<file path="src/rtl/vga_pkg.sv">
// Shared timing constants for the VGA raster generator and the colour logic
// that decodes its counters. Default timing is 640x480@60 from 100 MHz.
package vga_pkg;

  localparam int COUNTER_W = 10;
  localparam int COLOR_W   = 4;

  localparam int CLK_DIV_DEF     = 4;
  localparam int H_SYNC_DEF      = 96;
  localparam int H_ACT_START_DEF = 144;
  localparam int H_ACT_END_DEF   = 784;
  localparam int H_TOTAL_DEF     = 800;
  localparam int V_SYNC_DEF      = 2;
  localparam int V_ACT_START_DEF = 35;
  localparam int V_ACT_END_DEF   = 515;
  localparam int V_TOTAL_DEF     = 525;

  // Register width able to hold 0..n-1, never narrower than one bit.
  function automatic int div_width(input int n);
    return (n <= 2) ? 1 : $clog2(n);
  endfunction

endpackage

</file>
<file path="src/rtl/vga_timing_gen_pixel_tick.sv">
// Pixel-clock enable: divides clk by CLK_DIV and flags the last system clock
// of each pixel period. With CLK_DIV=1 the divider never leaves 0, so the
// tick is permanently high, including during reset.
module vga_pixel_tick
  import vga_pkg::*;
#(
  parameter int CLK_DIV = CLK_DIV_DEF
) (
  input  logic clk,
  input  logic reset,
  output logic pixel_tick
);

  localparam int DIV_W = div_width(CLK_DIV);
  localparam logic [DIV_W-1:0] DIV_LAST = DIV_W'(CLK_DIV - 1);

  logic [DIV_W-1:0] div;

  // Divider counts 0..CLK_DIV-1 and wraps.
  always_ff @(posedge clk) begin
    if (reset) begin
      div <= '0;
    end else if (div == DIV_LAST) begin
      div <= '0;
    end else begin
      div <= div + 1'b1;
    end
  end

  assign pixel_tick = (div == DIV_LAST);

endmodule

</file>
<file path="src/rtl/vga_timing_gen.sv">
// VGA raster timing: raw pixel/line counters (0 = start of sync pulse),
// active-low syncs and a visible-window flag, all aligned to the counters.
// Optional build macro VGA_FRAME_COUNT_EN adds an 8-bit frame counter output.
module vga_timing_gen
  import vga_pkg::*;
#(
  parameter int CLK_DIV     = CLK_DIV_DEF,
  parameter int H_SYNC      = H_SYNC_DEF,
  parameter int H_ACT_START = H_ACT_START_DEF,
  parameter int H_ACT_END   = H_ACT_END_DEF,
  parameter int H_TOTAL     = H_TOTAL_DEF,
  parameter int V_SYNC      = V_SYNC_DEF,
  parameter int V_ACT_START = V_ACT_START_DEF,
  parameter int V_ACT_END   = V_ACT_END_DEF,
  parameter int V_TOTAL     = V_TOTAL_DEF
) (
  input  logic                 clk,
  input  logic                 reset,
  output logic [COUNTER_W-1:0] counter_x,
  output logic [COUNTER_W-1:0] counter_y,
  output logic                 hsync,
  output logic                 vsync,
  output logic                 video_on,
  output logic                 pixel_tick,
`ifdef VGA_FRAME_COUNT_EN
  output logic [7:0]           frame_count,
`endif
  output logic                 frame_start
);

  localparam logic [COUNTER_W-1:0] H_SYNC_C      = COUNTER_W'(H_SYNC);
  localparam logic [COUNTER_W-1:0] H_ACT_START_C = COUNTER_W'(H_ACT_START);
  localparam logic [COUNTER_W-1:0] H_ACT_END_C   = COUNTER_W'(H_ACT_END);
  localparam logic [COUNTER_W-1:0] H_LAST_C      = COUNTER_W'(H_TOTAL - 1);
  localparam logic [COUNTER_W-1:0] V_SYNC_C      = COUNTER_W'(V_SYNC);
  localparam logic [COUNTER_W-1:0] V_ACT_START_C = COUNTER_W'(V_ACT_START);
  localparam logic [COUNTER_W-1:0] V_ACT_END_C   = COUNTER_W'(V_ACT_END);
  localparam logic [COUNTER_W-1:0] V_LAST_C      = COUNTER_W'(V_TOTAL - 1);

  logic [COUNTER_W-1:0] x_nxt;
  logic [COUNTER_W-1:0] y_nxt;
  logic                 x_last;
  logic                 y_last;

  vga_pixel_tick #(
    .CLK_DIV (CLK_DIV)
  ) u_pixel_tick (
    .clk        (clk),
    .reset      (reset),
    .pixel_tick (pixel_tick)
  );

  // Counter values after the next pixel tick; the decode below uses these so
  // the syncs and video_on change on the same edge as the counters.
  always_comb begin
    x_last = (counter_x == H_LAST_C);
    y_last = (counter_y == V_LAST_C);
    x_nxt  = x_last ? '0 : counter_x + 1'b1;
    y_nxt  = counter_y;
    if (x_last) begin
      y_nxt = y_last ? '0 : counter_y + 1'b1;
    end
  end

  // Advance the raster and register the decoded sync/visible flags.
  always_ff @(posedge clk) begin
    if (reset) begin
      counter_x <= '0;
      counter_y <= '0;
      hsync     <= 1'b0;
      vsync     <= 1'b0;
      video_on  <= 1'b0;
    end else if (pixel_tick) begin
      counter_x <= x_nxt;
      counter_y <= y_nxt;
      hsync     <= (x_nxt >= H_SYNC_C);
      vsync     <= (y_nxt >= V_SYNC_C);
      video_on  <= (x_nxt >= H_ACT_START_C) && (x_nxt < H_ACT_END_C) &&
                   (y_nxt >= V_ACT_START_C) && (y_nxt < V_ACT_END_C);
    end
  end

  assign frame_start = pixel_tick && (counter_x == '0) && (counter_y == '0);

`ifdef VGA_FRAME_COUNT_EN
  // Frame counter for animation timing; wraps mod 256.
  always_ff @(posedge clk) begin
    if (reset) begin
      frame_count <= '0;
    end else if (frame_start) begin
      frame_count <= frame_count + 1'b1;
    end
  end
`endif

endmodule

</file>
<file path="config.mk">
export PLATFORM = sky130hd
export DESIGN_NAME = vga_timing_gen
export DESIGN_NICKNAME = d
export VERILOG_FILES = /design/src/rtl/vga_pkg.sv /design/src/rtl/vga_timing_gen_pixel_tick.sv /design/src/rtl/vga_timing_gen.sv
export SDC_FILE = /design/constraint.sdc
export NUM_CORES = 1
export LEC_CHECK = 0
export ABC_CLOCK_PERIOD_IN_PS = 3700
export CAP_MARGIN = 20
export CELL_PAD_IN_SITES_DETAIL_PLACEMENT = 1
export CELL_PAD_IN_SITES_GLOBAL_PLACEMENT = 1
export CORE_MARGIN = 3
export CORE_UTILIZATION = 38
export CTS_CLUSTER_DIAMETER = 60
export CTS_CLUSTER_SIZE = 25
export DETAILED_ROUTE_END_ITERATION = 8
export PLACE_DENSITY = 0.81
export RECOVER_POWER = 25
export SETUP_SLACK_MARGIN = 0.1
export SYNTH_ARGS = -nofsm -noshare
export SYNTH_HDL_FRONTEND = slang
export SYNTH_SLANG_ARGS = --single-unit
</file>
<file path="constraint.sdc">
create_clock -name clk -period 3.7 [get_ports clk]
set_clock_uncertainty 0.15 [all_clocks]
set_input_delay 0.74 -clock clk [delete_from_list [all_inputs] [get_ports clk]]
set_output_delay 0.74 -clock clk [all_outputs]
set_load 0.005 [all_outputs]
</file>
Yosys cells after proc, flatten, opt, wreduce, memory -nomap -nowiden
Index checks and enable logic that the tools add are counted.

Flip-flop bits (word level): 25. Bits in latches: 0. Memory bits (writable): 0. Memory bits (read-only): 0. Output and inout bits: 25. Memories kept: 0.

Add/subtract/negate cells: 3. Multipliers: 0. Divide/modulo/power cells: 0. Magnitude comparators: 6. Equal/unequal tests: 3. Shift-type cells: 0. Multiplexer cells: 3. Bitwise operators: 0. Reduce and logical (&&, ||, !) cells: 8.

Operators by type and width (count): 10-bit two-way mux (3); 10-bit by 1-bit adder with 10-bit output (second input constant) (2); 10-bit equality test (second input constant) (2); 10-bit logical NOT (2); 10-bit less-than comparator (second input constant) (2); 10-bit by 2-bit greater-or-equal comparator with 1-bit output (second input constant) (1); 10-bit by 6-bit greater-or-equal comparator with 1-bit output (second input constant) (1); 10-bit by 7-bit greater-or-equal comparator with 1-bit output (second input constant) (1); 10-bit by 8-bit greater-or-equal comparator with 1-bit output (second input constant) (1); 1-bit logical AND (5); 2-bit by 1-bit adder with 2-bit output (second input constant) (1); 2-bit equality test (second input constant) (1); 2-bit OR reduction (1).

Depth between registers and ports, before layout
Gate-level depths: netlist of run 1.

Word-level depth: 6. Depth in mapped cells: 10.

Hierarchy
Synthesis of run 1 repeated with hierarchy kept, for this count alone.

Cell total of the unflattened synthesis: 223. Area, all modules: 1720.4 µm².

By module, submodules not included: vga_timing_gen (times used 1, cells an instance 218, area an instance 1645.3 µm², sequential area each 460.4 µm²); vga_pixel_tick (times used 1, cells an instance 5, area an instance 75.1 µm², sequential area each 40.0 µm²).

Worst setup path before layout of run 1
No wires, ideal clock.

Path type: register -> register. Start point: register counter_x[5]. End point: register video_on. Library setup time: 0.091 ns. Arrival: 2.418 ns. Required time: 3.459 ns. Setup slack: 1.041 ns. Stages on the path, launching flop included: 9. Path buffers: 2. Clock period less this slack: 2.659 ns. Path through: dfxtp_1 -> buf_6 -> or3_4 -> or3_4 -> buf_6 -> nor4_4 -> o21ai_2 -> or4b_1 -> a311oi_1.

Cells in the longest elaborated chain, start to end: 6.

RTL lines: from (decl) (line vga_timing_gen.sv:19) `output logic [COUNTER_W-1:0] counter_x,`; from (signal assigned) (line vga_timing_gen.sv:74) `counter_x <= x_nxt;`; 10-bit by 1-bit adder with 10-bit output or 10-bit equality test (tied branches) (line vga_timing_gen.sv:58, vga_timing_gen.sv:56); 10-bit two-way mux (line vga_timing_gen.sv:58) `x_nxt = x_last ? '0 : counter_x + 1'b1;`; 10-bit by 8-bit greater-or-equal comparator with 1-bit output or 10-bit less-than comparator (tied branches) (line vga_timing_gen.sv:78) `video_on <= (x_nxt >= H_ACT_START_C) && (x_nxt < H_ACT_END_C) &&`; 1-bit logical AND (2 in a row) (line vga_timing_gen.sv:78); 1-bit logical AND (*) (line vga_timing_gen.sv:79) `(y_nxt >= V_ACT_START_C) && (y_nxt < V_ACT_END_C);`; to (signal assigned) (line vga_timing_gen.sv:78); to (decl) (line vga_timing_gen.sv:23) `output logic video_on,`.

Every way passes the cells marked *; elsewhere a longest branch is shown, timed or not. A chain may end at the register's enable or synchronous reset.

Worst setup path after layout of run 1
Start point: register counter_x[0]. End point: output port frame_start.

Cells in the longest elaborated chain, start to end: 3.

RTL lines: 10-bit logical NOT (line vga_timing_gen.sv:83) `assign frame_start = pixel_tick && (counter_x == '0) && (counter_y == '0);`; 1-bit logical AND (2 in a row) (line vga_timing_gen.sv:83); to (decl) (line vga_timing_gen.sv:28) `output logic frame_start`.

Every way passes these cells.

==> flow_results.org, run 1 <==
** Layout
- After filler insertion, the fill cell instance count of the layout stands at 528.
- NumNets Final :: 244
- Non-Filler Instances :: 286
- Relative to the synthesized area, the layout overhead comes to 19.0%.
- Ratio of cells with drive above 1 in the final layout :: 5.93%
- Finished Core Util :: 48.1%
- Summing all non-filler instances in the final layout gives an area of 0.00197 sq mm.
- The number of antenna diodes in the final layout is 0.

** Drt
- After detailed routing, the number of remaining DRC violations is 0.
- After detailed routing, the number of vias per cell comes to 5.84.
- Total wirelength of the detailed-routed design :: 4600 um
- Remaining number of nets flagged by the antenna check after routing :: 0
- Vias after detailed routing :: 1670
- After the first detailed-routing iteration, the DRC count stood at 97.
- Wire per inst :: 16.1 um
- The first TritonRoute pass finished after 4 iterations.

** Min path
- Hold path endpoint :: u_pixel_tick.div[0]$_SDFF_PP0_
- Counting instances, the worst hold path has a depth of 1.
- The worst hold path begins at u_pixel_tick.div[0]$_SDFF_PP0_.
- Min-delay worst type :: flip-flop to flip-flop

** Synth
- Gate Count Post-Synth :: 220
- Post-synth net total :: 227
- A synthesized cell averages 7.51 sq um.
- EDFF count, synth :: 0
- Cell with the most instances after synthesis :: sky130_fd_sc_hd__nor2_1
- Sequential cells were found to cover 30.3% of the synthesized design area.
- The cell area that synthesis handed to floorplanning was 0.00165 sq mm.
- Counting distinct cell types in the post-synthesis netlist gives 46.
- Largest cells by area after synthesis :: sky130_fd_sc_hd__dfxtp_1, sky130_fd_sc_hd__nor2_1, sky130_fd_sc_hd__nand3_1
- The biggest area contributor in the post-synthesis netlist is sky130_fd_sc_hd__dfxtp_1.
- For this run, the leading register cell type out of synthesis is sky130_fd_sc_hd__dfxtp_1.
- Top post-synthesis cells by count :: sky130_fd_sc_hd__nor2_1, sky130_fd_sc_hd__dfxtp_1, sky130_fd_sc_hd__nand2_1, sky130_fd_sc_hd__nand3_1, sky130_fd_sc_hd__a21oi_1
- Number of synthesized register bits :: 25
- Count of warnings emitted by yosys :: 0
- After synthesis, the share of flip-flops with an asynchronous set or reset is 0%.
- In this run the biggest area consumer among cell types represents 30.3% of the synthesized area.

** Clock tree
- TritonCTS clock tree :: yes
- The number of hold buffers added after CTS was 0.
- The number of setup buffers added after CTS is 0.
- Quantity of gates resized following cts :: 0
- The tree is rooted in a sky130_fd_sc_hd__clkbuf_8.
- The longest clock path from root to sink contains 2 buffers.
- Clock tree synthesis inserted a total of 3 buffers.
- Clock transition time at the flip-flop clock pins of the worst setup and hold paths :: 0.10 ns
- Counting every sink on the clock net gives 25.
- Clock latency of the later-clocked register in the worst-skew pair :: 0.28 ns
- In this run the number of H-tree levels came out at 1.

** Global routing
- The first global-routing pass estimated 8160 um of wire.
- Number of global-route vias before repair :: 1633
- Residual overflow from global routing :: 0
- Initial antenna violation count :: 0
- Largest net degree at the start of global routing :: 34
- Total routing resource utilization after global routing :: 19.4%

** Power and ir drop
- Power density over cell area :: 257 mW/mm^2
- The analysis attributes to cell leakage a power of 0.682 nW.
- Worst IR drop on VDD :: 0.117 mV
- After layout, the design draws a total of 0.506 mW.

** Die
- For this design the top-level I/O count stands at 27.
- Standard-cell rows :: 23
- Vertical die dimension :: 71.9 um
- The floorplan step set the die width to 71.9 um.
- The core region is 0.00409 sq mm.
- Total die area :: 0.00517 sq mm
- The initial utilization of the core area, before any placement, comes to 40.4%.

** Worst setup path
- Critical register-to-register path endpoint :: video_on$_SDFFE_PP0P_
- The worst setup path is launched from a flip-flop.
- Worst Reg-to-Reg Cells :: 8
- The worst setup path is of the flip-flop to primary output kind.
- The number of buffers and inverters on the critical path is 2.
- Data arrives at the worst endpoint at 2.43 ns.
- The worst register-to-register path has a setup slack of 0.69 ns.
- Cell family with most CP delay :: simple AND/OR/NAND/NOR gates
- Critical path data required time :: 2.81 ns
- The worst setup path is captured at a primary output.
- Source of the worst register-to-register timing path :: counter_x[0]$_SDFFE_PP0P_
- Crit Path Max Fanout :: 7
- The largest single stage delay on the critical path is 0.58 ns.
- Worst path slowest cell :: sky130_fd_sc_hd__or4b_2
- Critical path, cell by cell :: inv_1 > ha_1 > or4b_2 > nor4_1 > clkdlybuf4s50_1

** Place
- At the end of routability-driven placement, the weighted congestion stood at 0.909.
- The number of placed instances, taps included, is 282.
- Detail Placement HPWL :: 3300 um
- Post-placement worst setup slack :: 0.674 ns
- Buffers added on ports :: 26
- After detailed placement, the total cell area comes to 0.00192 sq mm.

** STA
- Final cycle utilization of the critical path :: 89.7%
- Time the final worst path needs with I/O delays and setup :: 3.32 ns
- Worst-margin pin slew :: 0.944 ns
- The final number of hold-violating endpoints came to 0.
- In this run the tightest slew margin relative to its limit is 36.9%.
- Adding up every negative setup slack in the final design gives 0 ns.
- Timing would allow up to 301 MHz.
- RSZ-0062 raised after global routing :: no
- Final worst hold slack :: 0.290 ns
- Setup slack of the critical path after layout :: 0.382 ns
- Final Setup Violations :: 0
- The count of pins over their slew limit was 0.

** Flow run
- Max-cap viol count :: 0

** Status
- Outcome :: finished clean
## layer usage
layer / share of wire (%) / global-route usage [%]
met1: 52 / 28.7
met2: 44 / 28.2
met3: 2.8 / 2.91
met4: 1.5 / 7.31
met5: 0 / 0
## placed cells by master (no fill, tap or decap), types with 3 or more instances in the layout
master                            Yosys  routed
sky130_fd_sc_hd__buf_4                0       4
sky130_fd_sc_hd__a211oi_1             5       5
sky130_fd_sc_hd__inv_1                6       6
sky130_fd_sc_hd__ha_1                 5       5
sky130_fd_sc_hd__clkbuf_8             0       3
sky130_fd_sc_hd__nand2_1             16      16
sky130_fd_sc_hd__clkdlybuf4s50_1      0      22
sky130_fd_sc_hd__xor2_1               7       7
sky130_fd_sc_hd__nor2_1              28      28
sky130_fd_sc_hd__and3_1               6       6
sky130_fd_sc_hd__nand2b_1             3       3
sky130_fd_sc_hd__mux2i_1              3       3
sky130_fd_sc_hd__a21oi_1             15      15
sky130_fd_sc_hd__dfxtp_1             25      25
sky130_fd_sc_hd__nand3_1             16      16
sky130_fd_sc_hd__nand4_1              3       3
sky130_fd_sc_hd__a31oi_1              6       6
sky130_fd_sc_hd__dlygate4sd3_1        0       4
sky130_fd_sc_hd__o21ai_0             13      13
sky130_fd_sc_hd__nor3_1               7       7
## flip-flops by register name, indices dropped and copies added, names as in the netlist
signal            count
hsync                 1
counter_x            10
vsync                 1
video_on              1
u_pixel_tick.div      2
counter_y            10
## worst max-delay path by stage
stage	from	to	slack, ns	cells after the start
after floorplan	counter_x[5]$_SDFFE_PP0P_	video_on$_SDFFE_PP0P_	1.04	8
after global placement	counter_y[0]$_SDFFE_PP0P_	frame_start	0.77	6
after detailed placement	counter_x[0]$_SDFFE_PP0P_	frame_start	0.67	5
after CTS	counter_x[0]$_SDFFE_PP0P_	frame_start	0.33	5
after global routing	counter_y[0]$_SDFFE_PP0P_	frame_start	0.23	6
final	counter_x[0]$_SDFFE_PP0P_	frame_start	0.38	5
## power breakdown
group | switching (mW) | internal [mW]
Sequential | 0.00781 | 0.277
Clock | 0.0959 | 0.0756
Combinational | 0.0253 | 0.0249
## cells by family (layout without fill, tap and decap cells)
kind of cell	after synthesis	count (layout)	synth area share, %
muxes	3	3	1.82
xor gates and xnor gates	7	7	3.71
and+or+nand+nor	101	101	33.0
buffers and inverters	24	40	6.51
DFF	25	25	30.3
AOI/OAI and AO/OA	55	55	20.8
adders and majority gates	5	5	3.79
## final cells by class
class                      instances  area [sq um]  area share (%)
clock buffer                       3          41.3            2.10
clock inverter                     1          5.00           0.255
inverter                           6          22.5            1.15
multi-input combinational        171          1040            53.1
sequential                        25           500            25.5
tap                               50          62.6            3.18
timing repair buffer              30           290            14.8
(Power assumes the default switching activity.)
==> inputs of run 2 (changes only) <==
- ABC_AREA: not set -> 1
- ABC_CLOCK_PERIOD_IN_PS: 3700 -> 4150
- CORE_UTILIZATION: 38 -> 39
- PLACE_DENSITY: 0.81 -> 0.87
- clock period: 3.7 -> 4.15 ns (I/O delays scaled with it)
==> run 2 against run 1 <==
  * Clock power fell by 9%
  * Power fell by 11%
  * Die area fell by 5.3%
  * Clock-buffer cell count rose by 1
  * Combinational power fell by 15%
  * Sequential cell count did not move
  * Hold slack improved by 0.0080 ns
  * Register-to-register slack improved by 0.84 ns
  * Worst setup slack improved by 0.35 ns
  * Utilization rose by 2.8 points
  * Via count rose by 5.1%
  * Cell count rose by 16%
  * Critical path type unchanged
  * Largest cell class unchanged
==> flow_results.org, run 2 <==
** Synth
- In the post-synthesis netlist, the biggest area contributors are sky130_fd_sc_hd__dfxtp_1, sky130_fd_sc_hd__nand2_1, sky130_fd_sc_hd__inv_1.
- Synth unique cells :: 24
- Cell area after technology mapping :: 0.00160 sq mm
- Sequential fraction of the synthesis area :: 31.3%
- Yosys printed 0 warnings.
- Counting flops with a built-in enable in the synthesized netlist gives 0.
- Main flop type after synthesis :: sky130_fd_sc_hd__dfxtp_1
- Avg Synthesized Cell Area :: 6.24 sq um
- The most common cell in the synthesized netlist is sky130_fd_sc_hd__nand2_1.
- Top post-synthesis cells by count :: sky130_fd_sc_hd__nand2_1, sky130_fd_sc_hd__inv_1, sky130_fd_sc_hd__nor2_1
- Gate Count Post-Synth :: 256
- The biggest area contributor in the post-synthesis netlist is sky130_fd_sc_hd__dfxtp_1.
- The share of synthesized area in the top cell type comes to 31.3%.
- Post-synth net total :: 263
- After synthesis the netlist holds a flip-flop and latch count of 25.
- Fraction of registers with async set/reset :: 0%

** Min path
- The worst hold path begins at u_pixel_tick.div[0]$_SDFF_PP0_.
- The path class of the tightest hold or removal check is flip-flop to flip-flop.

** Layout
- Layout Cell Area excl Fill :: 0.00193 sq mm
- Ratio of cells with drive above 1 in the final layout :: 4.59%
- Summing all multi-input logic gate instances after layout gives 922 sq um.
- Largest registers :: counter_x: 10 flops, counter_y: 10 flops, u_pixel_tick.div: 2 flops
- For this run, the share of the core covered by cells in the final layout is 50.9%.
- The number of antenna diodes in the final layout is 0.
- Leaving out fill and tap cells, the most frequent cells in the layout are sky130_fd_sc_hd__nand2_1, sky130_fd_sc_hd__inv_1, sky130_fd_sc_hd__nor2_1, sky130_fd_sc_hd__dfxtp_1, sky130_fd_sc_hd__clkdlybuf4s50_1.
- The net count of the finished layout is 291.
- Commonest non-fill, non-tap cell in the layout :: sky130_fd_sc_hd__nand2_1
- In the final layout, flip-flops and latches occupy 500 sq um.
- Area growth from synthesis to final layout :: 21.0%
- The layout has 536 filler cells.

** Global routing
- Number of global-route vias before repair :: 1813
- The first global-routing pass estimated 8770 um of wire.
- Residual overflow from global routing :: 0
- Largest net degree at the start of global routing :: 18
- Total routing resource utilization after global routing :: 22.0%
- Initial antenna violation count :: 0

** STA
- The final number of hold-violating endpoints came to 0.
- The worst pin sits at a relative slew slack of 56.2%.
- Final cycle utilization of the critical path :: 82.3%
- Setup violations remaining at the end of the flow were counted as 0.
- Derived from the worst setup path, the maximum achievable clock frequency is 293 MHz.
- For the final routed database, the setup TNS stands at 0 ns.
- Worst-margin pin slew :: 0.657 ns
- Time the final worst path needs with I/O delays and setup :: 3.41 ns
- Final hold analysis gives a worst-case slack of 0.298 ns.
- The count of pins over their slew limit is 0.
- Setup repair after global routing left no endpoint under its margin.

** Die
- The floorplan step defined a die boundary enclosing 0.00490 sq mm.
- 27 I/O pins were placed.
- Vertical die dimension :: 70.0 um
- Effective utilization at floorplan :: 42.1%
- Area of the core :: 0.00380 sq mm
- Die width :: 70.0 um
- Row generation in the floorplan step produced 22 rows.

** Drt
- Summed over all layers, the routed wires come to 5200 um.
- Summing over every cut layer, the via total after detailed routing is 1755.
- In the final routed layout, each cell accounts on average for 15.7 um.
- The count of nets left with antenna violations once routing finished came out at 0.
- After the first detailed-routing iteration, the DRC count stood at 116.
- Dividing the detail-routed via count by the number of cells gives 5.30.
- For this run, the detailed router's first-pass iteration total came to 4.
- For this run, design rule violations remaining after detail routing come to 0.

** Power and ir drop
- The analysis attributes to cell leakage a power of 0.898 nW.
- Worst IR drop on VDD :: 0.157 mV
- Design Power :: 0.450 mW
- Power density over cell area :: 233 mW/mm^2

** Clock tree
- Clock transition time at the flip-flop clock pins of the worst setup and hold paths :: 0.10 ns
- TritonCTS clock tree :: yes
- Number of H-tree branching levels :: 1
- Maximum clock insertion buffer count :: 2
- Clock latency of the later-clocked register in the worst-skew pair :: 0.28 ns
- Hold bufs inserted after CTS :: 0
- CTS Root Cell :: sky130_fd_sc_hd__clkbuf_8
- The number of clock buffers added by TritonCTS is 3.
- Quantity of gates resized following cts :: 0
- In this run the post-CTS setup repair buffer count came out at 0.
- Total clock sinks :: 25

** Worst setup path
- Internal reg-to-reg setup slack :: 1.53 ns
- First element of the critical path :: u_pixel_tick.div[0]$_SDFF_PP0_
- For this design, the slowest cell found on the critical path is sky130_fd_sc_hd__clkdlybuf4s50_1.
- Of all nets on the critical path, the largest fanout is 15.
- Slowest stage delay, CP :: 0.57 ns
- Cell family with most CP delay :: buffers and inverters
- Crit path kind :: flip-flop to primary output
- Data arrives at the worst endpoint at 2.43 ns.
- The most numerous cell type found on the critical path is sky130_fd_sc_hd__nor4_1.
- Critical path, cell by cell :: ha_1 > inv_1 > nor4_1 > nand2_1 > nor4_1 > clkdlybuf4s50_1
- Together, buffers and inverters on the worst path number 2.
- Nature of the critical path startpoint :: flip-flop
- Critical path data required time :: 3.17 ns
- The worst setup path is captured at a primary output.
- Source of the worst register-to-register timing path :: counter_x[0]$_SDFFE_PP0P_

** Place
- Detailed placement ended at an HPWL of 4010 um.
- Buffers added on ports :: 26
- Final GP Congestion :: 0.884
- Total cell area at the placement stage :: 0.00191 sq mm

** Status
- Outcome :: finished clean

** Flow run
- Across the run, the number of max-cap violations was 0.
-- run 2: cell families after synthesis --
kind of cell	count (synthesis)	synth area share, %
AOI/OAI and AO/OA	35	12.4
buffers and inverters	41	9.79
and+or+nand+nor	150	42.6
DFF	25	31.3
adders and majority gates	5	3.92
-- run 2: worst paths after layout --
path,end,cells after the start
min,u_pixel_tick.div[0]$_SDFF_PP0_,1
max reg2reg,video_on$_SDFFE_PP0P_,11
max,frame_start,6
min reg2reg,u_pixel_tick.div[0]$_SDFF_PP0_,1
-- run 2: cell type report --
type,count,share of cell area (%)
inverter,38,7.51
sequential,25,25.9
timing repair buffer,26,13.5
multi-input combinational,190,47.7
tap,48,3.11
clock buffer,4,2.33
-- run 2: stage by stage --
| step | setup slack, ns | instances |
|---|---|---|
| global route | 0.617 | 331 |
| CTS | 0.760 | 331 |
| floorplan | 2.01 | 256 |
| finish | 0.735 | 331 |
| global placement | 1.16 | 327 |
| detailed placement | 1.08 | 327 |
-- run 2: where the power goes --
group          internal, mW  switching, mW
registers             0.246        0.00573
clock network        0.0690         0.0868
logic                0.0169         0.0256
-- run 2: metal layers --
| layer | up-vias | GRT usage [%] | wire length [um] |
|---|---|---|---|
| met5 | - | 0 | 0 |
| li1 | 889 | - | - |
| met3 | 9 | 2.45 | 223 |
| met2 | 41 | 35.4 | 2300 |
| met4 | 0 | 6.17 | 84 |
| met1 | 816 | 30.9 | 2600 |
==> inputs of run 3 (changes only) <==
- ABC_CLOCK_PERIOD_IN_PS: 4150 -> 3150
- CORE_UTILIZATION: 39 -> 36
- PLACE_DENSITY: 0.87 -> 0.81
- clock period: 4.15 -> 3.15 ns (I/O delays scaled with it)
==> run 3 against run 2 <==
  * Utilization shrank 4.0 points
  * Clock power increased by 33%
  * Wire length is 0.92% lower
  * Largest cell class unchanged
  * Sequential share of layout area decreased by 0.15 points
  * Global-route usage shrank 0.84 points
  * Sequential power increased by 31%
  * Non-clock buffer count up 1
  * Register-to-register slack worse by 1.1 ns
  * Power grew 32%
  * Final area increased by 0.58%
==> flow_results.org, run 3 (synthesized netlist as in run 2, its figures left out) <==
** Status
- Outcome :: finished clean

** STA
- Count of pins over their slew limit :: 0
- Summed over all failing endpoints, the final setup total negative slack is 0 ns.
- Across all hold checks on the routed design, the worst slack comes to 0.274 ns.
- Static timing analysis puts the maximum clock frequency at 354 MHz.
- In this run the tightest slew margin relative to its limit is 57.2%.
- At the pin with the least slew margin, the transition time is 0.640 ns.
- Setup repair after global routing left no endpoint under its margin.
- The final number of hold-violating endpoints came to 0.
- Setup violations remaining at the end of the flow were counted as 0.
- Time the final worst path needs with I/O delays and setup :: 2.83 ns
- Final cycle utilization of the critical path :: 89.8%

** Clock tree
- Hold bufs inserted after CTS :: 0
- Total clock sinks :: 25
- Quantity of gates resized following cts :: 0
- Setup repair bufs after CTS :: 0
- Clock-pin slew was measured on the worst setup and hold paths at 0.10 ns.
- Number of H-tree branching levels :: 1
- In this run, CTS created clock tree buffers numbering 3.
- No sink is reached through more buffers than the 2 on the longest clock path.
- Clock latency on the worst-skew pair, taken at its later pin, is 0.28 ns.
- CTS Root Cell :: sky130_fd_sc_hd__clkbuf_8
- TritonCTS clock tree :: yes

** Global routing
- Largest net degree at the start of global routing :: 18
- The via count of the first global-routing pass is 1779.
- The global routing stage identified its most utilized layer as met2.
- Routing usage on met2 :: 32.6%
- Global routing consumed, on the met3 layer, 2.89% of the routing resources.
- The first global-routing pass estimated 8730 um of wire.
- Initial antenna violation count :: 0
- Residual overflow from global routing :: 0
- Global routing used 30.3% of the available met1 tracks.
- Total routing resource utilization after global routing :: 21.2%

** Drt
- Number of remaining DRC errors :: 0
- Violation count after the first detailed-routing iteration :: 124
- Total wirelength of the detailed-routed design :: 5150 um
- Vias after detailed routing :: 1779
- The detail route stage leaves a number of antenna-violating nets equal to 0.
- Detailed-router iteration count before antenna repair :: 4
- In the final routed layout, each cell accounts on average for 15.4 um.
- Dividing the detail-routed via count by the number of cells gives 5.33.

** Layout
- Cells with a size suffix above 1 make up 5.28% of the layout.
- The repair_antennas step left the layout with diodes totalling 0.
- Leaving out fill and tap cells, the most frequent cell in the layout is sky130_fd_sc_hd__nand2_1.
- Area growth from synthesis to final layout :: 21.7%
- Most used cells in the layout excluding fill and tap cells :: sky130_fd_sc_hd__nand2_1, sky130_fd_sc_hd__inv_1, sky130_fd_sc_hd__nor2_1, sky130_fd_sc_hd__dfxtp_1, sky130_fd_sc_hd__clkdlybuf4s50_1
- In the final layout, the registers with the most flip-flops are counter_x: 10 flops, counter_y: 10 flops, u_pixel_tick.div: 2 flops.
- NumNets Final :: 292

** Worst setup path
- In this run the worst path has a maximum fanout of 5.
- Nature of the critical path startpoint :: flip-flop
- Critical path data required time :: 2.37 ns
- First element of the critical path :: u_pixel_tick.div[0]$_SDFF_PP0_
- Source of the worst register-to-register timing path :: counter_x[1]$_SDFFE_PP0P_
- Data arrival time of the critical path :: 2.05 ns
- CP Capture Type :: primary output
- The setup path with the least slack is of type flip-flop to primary output.

** Flow run
- Across the run, the number of max-cap violations was 0.

** Place
- Routability-driven placement finished with a final weighted congestion of 0.846.
- Detailed placement ended at an HPWL of 3970 um.
- Input and output buffers added on the ports amount to 26.

** Die
- Count of pins on the block boundary :: 27
- The total area inside the core boundary comes to 0.00414 sq mm.
- Effective utilization at floorplan :: 38.6%
- Row generation in the floorplan step produced 23 rows.
- Total die area :: 0.00527 sq mm
- Die width :: 72.6 um
- Vertical die dimension :: 72.6 um

** Min path
- In this run the worst hold path is classified as flip-flop to flip-flop.
- In this run the most critical hold path is launched from u_pixel_tick.div[0]$_SDFF_PP0_.

** Power and ir drop
- Power density over cell area :: 305 mW/mm^2
- LEAKAGE :: 0.909 nW
- Worst IR drop on VDD :: 0.198 mV
[run 3: cell count changes in the layout (fill, tap and decap cells not counted)]
cell	change
sky130_fd_sc_hd__clkinv_2	+1
sky130_fd_sc_hd__clkdlybuf4s50_1	-1
sky130_fd_sc_hd__dlygate4sd3_1	+1
sky130_fd_sc_hd__buf_4	+1
sky130_fd_sc_hd__clkbuf_1	-1
[run 3: per-stage QoR]
| step | instances | instance area [sq um] | power, mW | worst slack (ns) | utilization [%] |
|---|---|---|---|---|---|
| after floorplan | 256 | 1600 | 0.368 | 1.21 | - |
| after global placement | 330 | 1920 | 0.394 | 0.679 | 46.3 |
| after detailed placement | 330 | 1920 | 0.395 | 0.655 | 46.3 |
| after CTS | 334 | 1960 | 0.605 | 0.328 | 47.4 |
| after global routing | 334 | 1940 | 0.624 | 0.201 | 46.9 |
| final | 334 | 1940 | 0.593 | 0.322 | 46.9 |
[run 3: final cells by class]
cell class              instances  area (sq um)
clock inverters                 1          5.00
inverters                      38           145
clock buffers                   3          41.3
well taps                      50          62.6
repair buffers                 27           268
multi-input cells             190           922
flip-flops and latches         25           500
fillers                       590          2200
[run 3: metal layers]
| metal | wire length, um | up-vias | share of wire (%) |
|---|---|---|---|
| met2 | 2240 | 31 | 44 |
| met1 | 2640 | 852 | 51 |
| met4 | 69 | 0 | 1.3 |
| met5 | 0 | - | 0 |
| met3 | 197 | 7 | 3.8 |
| li1 | - | 889 | - |
[run 3: worst paths after layout]
path / depth (start not counted) / end / slack, ns
setup / recovery: 6 / frame_start / 0.32
hold / removal: 1 / u_pixel_tick.div[0]$_SDFF_PP0_ / 0.27
setup reg to reg: 11 / video_on$_SDFFE_PP0P_ / 0.48
hold reg to reg: 1 / u_pixel_tick.div[0]$_SDFF_PP0_ / 0.27
[run 3: power by group]
part	internal, mW	total (mW)	switching, mW
clock	0.0891	0.207	0.118
combinational	0.0223	0.0565	0.0342
sequential	0.324	0.330	0.00578
[run 3: critical path: stages (launching register included)]
cell and delay [ns]:
sky130_fd_sc_hd__dfxtp_1 0.34, sky130_fd_sc_hd__ha_1 0.16, sky130_fd_sc_hd__inv_1 0.09, sky130_fd_sc_hd__nor4_1 0.23, sky130_fd_sc_hd__nand2_1 0.08, sky130_fd_sc_hd__nor4_1 0.29, sky130_fd_sc_hd__clkdlybuf4s50_1 0.57
